## src/rtl/string_engine_avalon.sv

```systemverilog
// string_engine_avalon: Avalon-MM string coprocessor. Holds two NUL-terminated
// operand strings (A, B) and a result buffer, and runs LENGTH, COMPARE, TOUPPER,
// CONCAT or FIND through a byte-serial state machine, one byte position per cycle.
module string_engine_avalon #(
    parameter int MAX_BLOCKS   = 8,
    parameter int ADDRESS_BITS = 5
) (
    input  logic                    clk,
    input  logic                    reset,
    input  logic                    chipselect,
    input  logic                    read,
    input  logic                    write,
    input  logic [ADDRESS_BITS-1:0] address,
    input  logic [31:0]             writedata,
    output logic [31:0]             readdata,
    output logic                    irq
);
    localparam int N  = 4 * MAX_BLOCKS;
    localparam int PW = $clog2(N);
    localparam int WW = $clog2(MAX_BLOCKS);
    localparam logic [31:0] A_BASE = 32'(2);
    localparam logic [31:0] B_BASE = 32'(MAX_BLOCKS + 2);
    localparam logic [31:0] R_BASE = 32'(2 * MAX_BLOCKS + 2);
    localparam logic [31:0] R_END  = 32'(3 * MAX_BLOCKS + 2);
    localparam logic [31:0] ALL1   = 32'hFFFF_FFFF;

    typedef enum logic [1:0] {S_IDLE, S_RUN_A, S_RUN_B, S_DONE} state_t;

    function automatic logic [7:0] get_byte(input logic [31:0] word, input logic [1:0] lane);
        return 8'(word >> {lane, 3'b000});
    endfunction

    function automatic logic [7:0] to_upper(input logic [7:0] c);
        return (c >= 8'h61 && c <= 8'h7A) ? c - 8'h20 : c;
    endfunction

    state_t         r_state, w_next_state;
    logic [31:0]    r_a   [MAX_BLOCKS];
    logic [31:0]    r_b   [MAX_BLOCKS];
    logic [31:0]    r_res [MAX_BLOCKS];
    logic [PW-1:0]  r_p, r_q, w_p_next, w_q_next, w_res_pos;
    logic [2:0]     r_op;
    logic           r_irq_en, r_done;
    logic [31:0]    r_scalar, w_fin_scalar, w_rdata, w_addr;
    logic           w_fin, w_res_we;
    logic [7:0]     w_res_byte, w_a, w_b, w_c;
    logic           w_busy, w_wr_ctrl, w_abort, w_go, w_start, w_bad, w_q_last, w_p_last;
    logic           w_in_a, w_in_b, w_in_r;
    logic [WW-1:0]  w_widx_a, w_widx_b, w_widx_r;

    assign w_addr    = 32'(address);
    assign w_in_a    = (w_addr >= A_BASE) && (w_addr < B_BASE);
    assign w_in_b    = (w_addr >= B_BASE) && (w_addr < R_BASE);
    assign w_in_r    = (w_addr >= R_BASE) && (w_addr < R_END);
    assign w_widx_a  = WW'(w_addr - A_BASE);
    assign w_widx_b  = WW'(w_addr - B_BASE);
    assign w_widx_r  = WW'(w_addr - R_BASE);

    assign w_busy    = (r_state == S_RUN_A) || (r_state == S_RUN_B);
    assign w_wr_ctrl = chipselect && write && (w_addr == 32'd0);
    assign w_abort   = w_wr_ctrl && writedata[6];
    // go is dropped while busy and loses to a simultaneous abort
    assign w_go      = w_wr_ctrl && writedata[1] && !writedata[6] && !w_busy;
    assign w_start   = w_go && (writedata[5:3] <= 3'd4);
    assign w_bad     = w_go && (writedata[5:3] > 3'd4);

    assign w_a       = get_byte(r_a[r_p[PW-1:2]], r_p[1:0]);
    assign w_b       = get_byte(r_b[r_p[PW-1:2]], r_p[1:0]);
    assign w_c       = get_byte(r_b[0], 2'd0);
    assign w_p_last  = (r_p == PW'(N - 1));
    assign w_q_last  = (r_q == PW'(N - 1));
    assign irq       = r_done && r_irq_en;

    // state register
    always_ff @(posedge clk or posedge reset) begin
        if (reset) r_state <= S_IDLE;
        else       r_state <= w_next_state;
    end

    // next state plus the per-position work of the running operation
    always_comb begin
        w_next_state = r_state;
        w_p_next     = r_p;
        w_q_next     = r_q;
        w_fin        = 1'b0;
        w_fin_scalar = r_scalar;
        w_res_we     = 1'b0;
        w_res_pos    = r_q;
        w_res_byte   = 8'h00;
        if (w_abort) begin
            w_next_state = S_IDLE;
        end else if (w_start) begin
            w_next_state = S_RUN_A;
            w_p_next     = '0;
            w_q_next     = '0;
        end else if (w_bad) begin
            w_next_state = S_DONE;
        end else if (r_state == S_RUN_A) begin
            unique case (r_op)
                3'd0: begin
                    if (w_a == 8'h00) begin w_fin = 1'b1; w_fin_scalar = 32'(r_p); end
                    else if (w_p_last) begin w_fin = 1'b1; w_fin_scalar = 32'(N); end
                    else w_p_next = r_p + 1'b1;
                end
                3'd1: begin
                    if (w_a != w_b) begin
                        w_fin = 1'b1;
                        w_fin_scalar = (w_a > w_b) ? 32'd1 : ALL1;
                    end else if (w_a == 8'h00 || w_p_last) begin
                        w_fin = 1'b1; w_fin_scalar = 32'd0;
                    end else w_p_next = r_p + 1'b1;
                end
                3'd2: begin
                    w_res_we   = 1'b1;
                    w_res_pos  = r_p;
                    w_res_byte = to_upper(w_a);
                    if (w_a == 8'h00) begin w_fin = 1'b1; w_fin_scalar = 32'(r_p); end
                    else if (w_p_last) begin w_fin = 1'b1; w_fin_scalar = 32'(N); end
                    else w_p_next = r_p + 1'b1;
                end
                3'd3: begin
                    // NUL of A writes nothing; B starts at the same output index
                    if (w_a == 8'h00) begin
                        w_next_state = S_RUN_B;
                        w_p_next     = '0;
                    end else if (w_q_last) begin
                        w_res_we = 1'b1; w_fin = 1'b1;
                        w_fin_scalar = {1'b1, 31'(N - 1)};
                    end else begin
                        w_res_we   = 1'b1;
                        w_res_byte = w_a;
                        w_p_next   = r_p + 1'b1;
                        w_q_next   = r_q + 1'b1;
                    end
                end
                3'd4: begin
                    if (w_a == w_c) begin w_fin = 1'b1; w_fin_scalar = 32'(r_p); end
                    else if (w_a == 8'h00 || w_p_last) begin w_fin = 1'b1; w_fin_scalar = ALL1; end
                    else w_p_next = r_p + 1'b1;
                end
                default: begin w_fin = 1'b1; w_fin_scalar = ALL1; end
            endcase
        end else if (r_state == S_RUN_B) begin
            // last output slot must hold the terminator; a non-NUL there is overflow
            w_res_we = 1'b1;
            if (w_q_last && w_b != 8'h00) begin
                w_fin = 1'b1;
                w_fin_scalar = {1'b1, 31'(N - 1)};
            end else begin
                w_res_byte = w_b;
                if (w_b == 8'h00) begin w_fin = 1'b1; w_fin_scalar = 32'(r_q); end
                else begin
                    w_p_next = r_p + 1'b1;
                    w_q_next = r_q + 1'b1;
                end
            end
        end
        if (w_fin) w_next_state = S_DONE;
    end

    // CONTROL fields, SCALAR, position counters and the three buffers
    always_ff @(posedge clk or posedge reset) begin
        if (reset) begin
            r_p      <= '0;
            r_q      <= '0;
            r_op     <= '0;
            r_irq_en <= 1'b0;
            r_done   <= 1'b0;
            r_scalar <= '0;
            for (int i = 0; i < MAX_BLOCKS; i++) begin
                r_a[i]   <= '0;
                r_b[i]   <= '0;
                r_res[i] <= '0;
            end
        end else begin
            r_p <= w_p_next;
            r_q <= w_q_next;
            if (w_wr_ctrl && !w_busy) begin
                r_op     <= writedata[5:3];
                r_irq_en <= writedata[7];
                if (writedata[0]) r_done <= 1'b0;
            end
            if (w_start) begin
                r_done   <= 1'b0;
                r_scalar <= '0;
                for (int i = 0; i < MAX_BLOCKS; i++) r_res[i] <= '0;
            end else if (w_bad) begin
                r_done   <= 1'b1;
                r_scalar <= ALL1;
            end else if (w_fin) begin
                r_done   <= 1'b1;
                r_scalar <= w_fin_scalar;
            end
            if (w_res_we)
                r_res[w_res_pos[PW-1:2]][{w_res_pos[1:0], 3'b000} +: 8] <= w_res_byte;
            if (chipselect && write && !w_busy && w_in_a) r_a[w_widx_a] <= writedata;
            if (chipselect && write && !w_busy && w_in_b) r_b[w_widx_b] <= writedata;
        end
    end

    // read mux; unmapped addresses read as zero
    always_comb begin
        w_rdata = '0;
        if (w_addr == 32'd0)      w_rdata = {24'h0, r_irq_en, 1'b0, r_op, w_busy, 1'b0, r_done};
        else if (w_addr == 32'd1) w_rdata = r_scalar;
        else if (w_in_a)          w_rdata = r_a[w_widx_a];
        else if (w_in_b)          w_rdata = r_b[w_widx_b];
        else if (w_in_r)          w_rdata = r_res[w_widx_r];
    end

    // registered read data, held between reads
    always_ff @(posedge clk or posedge reset) begin
        if (reset)                   readdata <= '0;
        else if (chipselect && read) readdata <= w_rdata;
    end
endmodule

```

## config.mk

```make
export PLATFORM = sky130hd
export DESIGN_NAME = string_engine_avalon
export DESIGN_NICKNAME = d
export VERILOG_FILES = /design/src/rtl/string_engine_avalon.sv
export SDC_FILE = /design/constraint.sdc
export NUM_CORES = 2
export LEC_CHECK = 0
export BUFFER_PORTS_ARGS = -buffer_cell sky130_fd_sc_hd__buf_2
export CORE_UTILIZATION = 60
export DETAILED_ROUTE_END_ITERATION = 8
export PLACE_DENSITY = 0.78
export SYNTH_ARGS = -nofsm -noshare
export SYNTH_HDL_FRONTEND = slang
export SYNTH_SLANG_ARGS = --single-unit
```

## constraint.sdc

```tcl
create_clock -name clk -period 49.1 [get_ports clk]
set_clock_uncertainty 0.1 [all_clocks]
set_input_delay 9.82 -clock clk [delete_from_list [all_inputs] [get_ports clk]]
set_output_delay 9.82 -clock clk [all_outputs]
set_load 0.01 [all_outputs]
```

## After elaboration in Yosys (flattened, before gate mapping)

Index checks and enable logic that the tools add are counted.

- Bits in registers: 849
- Input bits: 42
- Output and inout bits: 33
- Word-level logic and storage cells: 264

- $add $sub $neg: 7
- $lt $le $gt $ge: 19
- Equal/unequal tests: 29
- Shift operators: 4
- Multiplexer cells: 121
- Bitwise gates (word level): 6
- Reduce and logical (&&, ||, !) cells: 46

Operator list:

| kind | number |
|---|---|
| $mux W32 | 35 |
| $bwmux W256 | 3 |
| $mux W256 | 2 |
| $bmux W32 S3 | 5 |
| $demux W32 S3 | 3 |
| $mux W5 | 27 |
| $pmux W32 S4 | 1 |
| $mux W8 | 9 |
| $shr A32 B5 Y8 | 2 |
| $logic_not A32 Y1 | 1 |
| $shift A8 B7 Y32 const A | 1 |
| $shiftx A8 B7 Y32 | 1 |
| $mux W1 | 25 |
| $logic_and A1 B1 Y1 | 22 |
| $ge A4 B4 Y1 const B | 5 |
| $not A3 Y4 | 5 |
| $pmux W5 S4 | 1 |
| $reduce_bool A5 Y1 | 4 |
| $logic_not A8 Y1 | 2 |
| $ne A4 B4 Y1 const B | 4 |
| $pmux W8 S2 | 1 |
| $ne A5 B5 Y1 const B | 3 |
| $mux W2 | 7 |
| $lt A4 B1 Y1 const B | 3 |
| 45 further kinds | 60 |

## Longest topological paths before layout

- Depth after elaboration: 17
- Mapped depth: 21

## Least setup slack after synthesis

Ideal clock, no wire load.

- Kind: in2reg
- Start point: in address[1]
- End point: reg readdata[10]
- Library setup time: 0.133 ns
- Arrival: 14.071 ns
- Data required time: 48.867 ns
- Setup slack: 34.796 ns
- Stages: 15
- Path buffers: 9
- Path through: buf_2 > buf_1 > buf_1 > clkbuf_1 > clkbuf_1 > inv_1 > ha_1 > clkbuf_1 > buf_1 > clkbuf_1 > buf_1 > mux2i_1 > nand2_1 > a21oi_1 > o21ai_0

- Longest elaborated chain between the ends: 10

RTL lines:

| element | line | RTL |
|---|---|---|
| start: declaration | 13 | `input logic [ADDRESS_BITS-1:0] address,` |
| $sub A3 B2 Y3 | 55, 56, 57 |  |
| $not A3 Y4 (implied by the code) | 206, 207, 208 |  |
| $bmux W32 S3 | 208 | `else if (w_in_r) w_rdata = r_res[w_widx_r];` |
| $mux W32 (implied by the code) (2 in a row) | 208 |  |
| $mux W32 | 208 |  |
| $mux W32 | 207 | `else if (w_in_b) w_rdata = r_b[w_widx_b];` |
| $mux W32 | 206 | `else if (w_in_a) w_rdata = r_a[w_widx_a];` |
| $mux W32 | 205 | `else if (w_addr == 32'd1) w_rdata = r_scalar;` |
| $mux W32 * | 204 | `if (w_addr == 32'd0) w_rdata = {24'h0, r_irq_en, 1'b0, r_op, w_busy, 1'b0, r_done};` |
| end signal: assignment | 214 | `else if (chipselect && read) readdata <= w_rdata;` |
| end: declaration | 15 | `output logic [31:0] readdata,` |

Mark *: on every way between the ends. The rest lies on a longest branch, timed or not. The select of a mux whose other input is x is not followed.
A chain may end at the register's enable or synchronous reset.

## Final worst setup path

- Start point: in address[0]
- End point: reg r_res[181] in the netlist's numbering

- Longest elaborated chain between the ends: 16

RTL lines:

| element | line | RTL |
|---|---|---|
| $logic_not A32 Y1 * | 60 | `assign w_wr_ctrl = chipselect && write && (w_addr == 32'd0);` |
| $logic_and A1 B1 Y1 * | 60 |  |
| parallel branches: the longest is 13 deep, another holds $neg A5 Y7 | -- |  |
| $mux W256 * | 194 | `if (w_res_we)` |
| end signal: indexed assignment | 195 | `r_res[w_res_pos[PW-1:2]][{w_res_pos[1:0], 3'b000} +: 8] <= w_res_byte;` |
| end: declaration | 40 | `logic [31:0] r_res [MAX_BLOCKS];` |

Every way passes the cells marked *.

==> metrics <==
final worst path period need=14.86 ns; metal3 WL=approximately 11,000 um; Max-Cap Viols=0; Yosys top cell area share=47.5%; share of cells above drive strength 1=29.3%; Setup TNS Final=0 ns; M1 WL=slightly below 50,000 um; initial antenna violation count=6; post_cts resized=0; Filler cells=around 5,200; Initial Util=~61%; Seq cells post-synth=a little over 800; kind of critical path=input port to register; Final Hold Fails=0; maximum fanout along the worst path=110; Slew headroom=between 3 and 4%; status=complete, no violations; Post-DRT Antenna Nets=0; Synth area leader=dfrtp_1; Post-DP Area=44,100 um2; CTS Root Cell=clkbuf_16; total number of vias=30,965; most used standard cell by instance count after synthesis=dfrtp_1; Setup crit end kind=register; Area Overhead vs Synth=8.05%; total wire length=between 100,000 and 150,000 um; DR vias/cell=~7; Worst EP required=~50 ns; number of synthesized flops with an enable pin=0; overall power=about 0.0021 W; Mapped Area=between 40,000 and 50,000 um2; Hold Crit Class=register to register; final setup fails=0; FF-to-FF Start=r_p[2]; Post-Syn Nets=about 3,600; largest cells by area after synthesis=dfrtp_1 (48%), mux2_2 (13%), mux4_2 (11%), mux2i_1 (7.9%), o21ai_0 (3.3%); CTS HTree Levels=3; post-DP HPWL=between 70,000 and 80,000 um; DR WL met2=around 56,000 um; hold buffer count at cts=0; RSZ-0062 raised after global routing=no; Worst R2R Setup Slack=42.15 ns; Final #Nets=between 3,000 and 4,000; crit path cell chain=buf_8 > buf_12 > nor3b_2 > and3_1 > nor2_1 > nand2_2 > nor2_2 > mux2i_2 > ha_1 > nor3_1 > nand3b_1 > o21ai_0; core area=just over 70,000 um2; CTS Buf Count=85; Worst Setup SP=address[0]; total die area=73,500 um2; top cells by count, synth=dfrtp_1 (825), mux2_2 (507), mux2i_1 (342), o21ai_0 (288), nand3_1 (252); Die Wd=271 um; transition time of the tightest slew-check pin=~1.4 ns; period utilization=around 30%; Post-Syn Area per Cell=12.2 um2; critical path's slowest cell=nor3_1; Skew-Pair Late Insertion Delay=~0.65 ns; Reg2Reg Depth=13; Primary FF master, synth=dfrtp_1; total grt overflow=0; P per Cell Area=approximately 45 nW/um2; clock sink count=roughly 830; Critical Path AT=15.31 ns; TritonRoute pass-1 iters=5; Placed Cells=roughly 4,300; RR Endpoint=r_res[180]; clk slew on worst S/H paths=0.06 ns; Final Cell Area=around 47,000 um2; P_leak=around 21 nW; largest net degree at the start of global routing=around 180; count of final max-slew check failures=0; Worst VDD drop=0.0442 mV; Min Hold Slack=about 0.37 ns; Worst Setup EP=r_res[181]; Die Ht=271 um; vias in the first global route=around 30,000; port bufs=between 70 and 80; register area share after synthesis=between 40% and 50%; Setup crit start kind=input port; post-CTS setup buffers=0; Mapped Cells=around 3,600; Top Metal Used=met4; CTS tree=done; number of synthesis warnings=0; # rows=98; Initial DRC Count=between 3,000 and 4,000; Max Buffers Root-to-Sink=3; Netlist cell types=69; slowest stage delay, CP=~0.96 ns; FMAX=67.3 MHz; Final GP Congestion=between 0.9 and 1; DRC viols=0; Non-Filler Instances=4,476; global-route wire length before repair=about 190,000 um; DR WL/cell=27.1 um; num ports=75; ys async rst share=100%; total global-route track usage=roughly a third
how the worst min path moves through the flow:
stage                 startpoint      endpoint  slack, ns  cells after the start
floorplan             r_res[100]    r_res[100]       0.36                      2
global placement     readdata[2]   readdata[2]       0.36                      1
detailed placement   readdata[7]   readdata[7]       0.37                      2
CTS                  readdata[7]   readdata[7]       0.38                      2
global route        readdata[11]  readdata[11]       0.40                      2
finish               readdata[7]   readdata[7]       0.37                      2
metrics by stage:
stage	setup slack [ns]	utilization, %
final	34.24	65.6
after global routing	33.86	65.6
after CTS	34.46	65.5
after detailed placement	33.82	61.7
after global placement	34.01	61.7
after floorplan	16.01	-
registers in the layout, summed over array words and instances, names as in the netlist:
signal    count
r_a         256
r_b         256
r_op          3
r_done        1
r_p           5
r_q           5
r_state       2
readdata     32
r_irq_en      1
r_scalar      8
r_res       256
cell type report:
cell class              count  area (um2)  share of cell area (%)
repair buffers            130         848                    1.81
flip-flops and latches    825       20600                    44.0
multi-input cells        2381       21300                    45.4
inverters                  33         131                   0.280
clock inverters            28         255                   0.544
well taps                 950        1190                    2.53
diodes                      3        7.51                  0.0160
clock buffers             126        2530                    5.40
critical path: cells and delay by family:
family | cells | cell delay, ns
AOI/OAI and AO/OA | 1 | 0.29
adders and majority gates | 1 | 0.37
and+or+nand+nor | 7 | 3.06
buffers and inverters | 2 | 1.17
muxes | 1 | 0.52
power by group:
| part | switching (W) | internal, W |
|---|---|---|
| sequential | 0.0000818 | 0.000771 |
| clock | 0.000275 | 0.000374 |
| combinational | 0.000344 | 0.000254 |
| total | 0.000702 | 0.00140 |
metal layers:
metal / up-vias / GRT usage, %
li1: 13129 / -
met1: 15902 / 46.2
met2: 1632 / 50.9
met3: 302 / 5.47
met4: 0 / 17.3
met5: - / 0
placed cells by master, fill, tap and decap left out, drive strengths merged, types with 5 or more instances in the layout:
master,count
nand2,240
a221oi,9
nor2,48
o31ai,21
nand4,35
a21oi,76
a211oi,29
o221ai,26
ha,25
mux2i,343
a22o,10
inv,37
and2,8
and4,9
nor3,19
clkinv,20
nand3,252
or3,7
o21a,8
a31oi,11
mux4,207
a22oi,65
o22ai,21
clkbuf,126
nand2b,11
mux2,512
buf,130
nand3b,8
dfrtp,825
nor2b,24
and3,9
o21ai,306
or2,5
cells by family (layout without fill, tap and decap cells):
group	after synthesis	in the layout	share of synthesized area, %
flops	825	825	47.5
xor+xnor	1	1	0.0202
simple gates	685	685	7.62
other cells	0	3	0
compound gates	608	608	8.52
fa+ha+maj	25	25	0.720
buf+inv	344	317	3.65
mux	1062	1062	32.0
No activity file was read; power rests on OpenSTA's default activity.
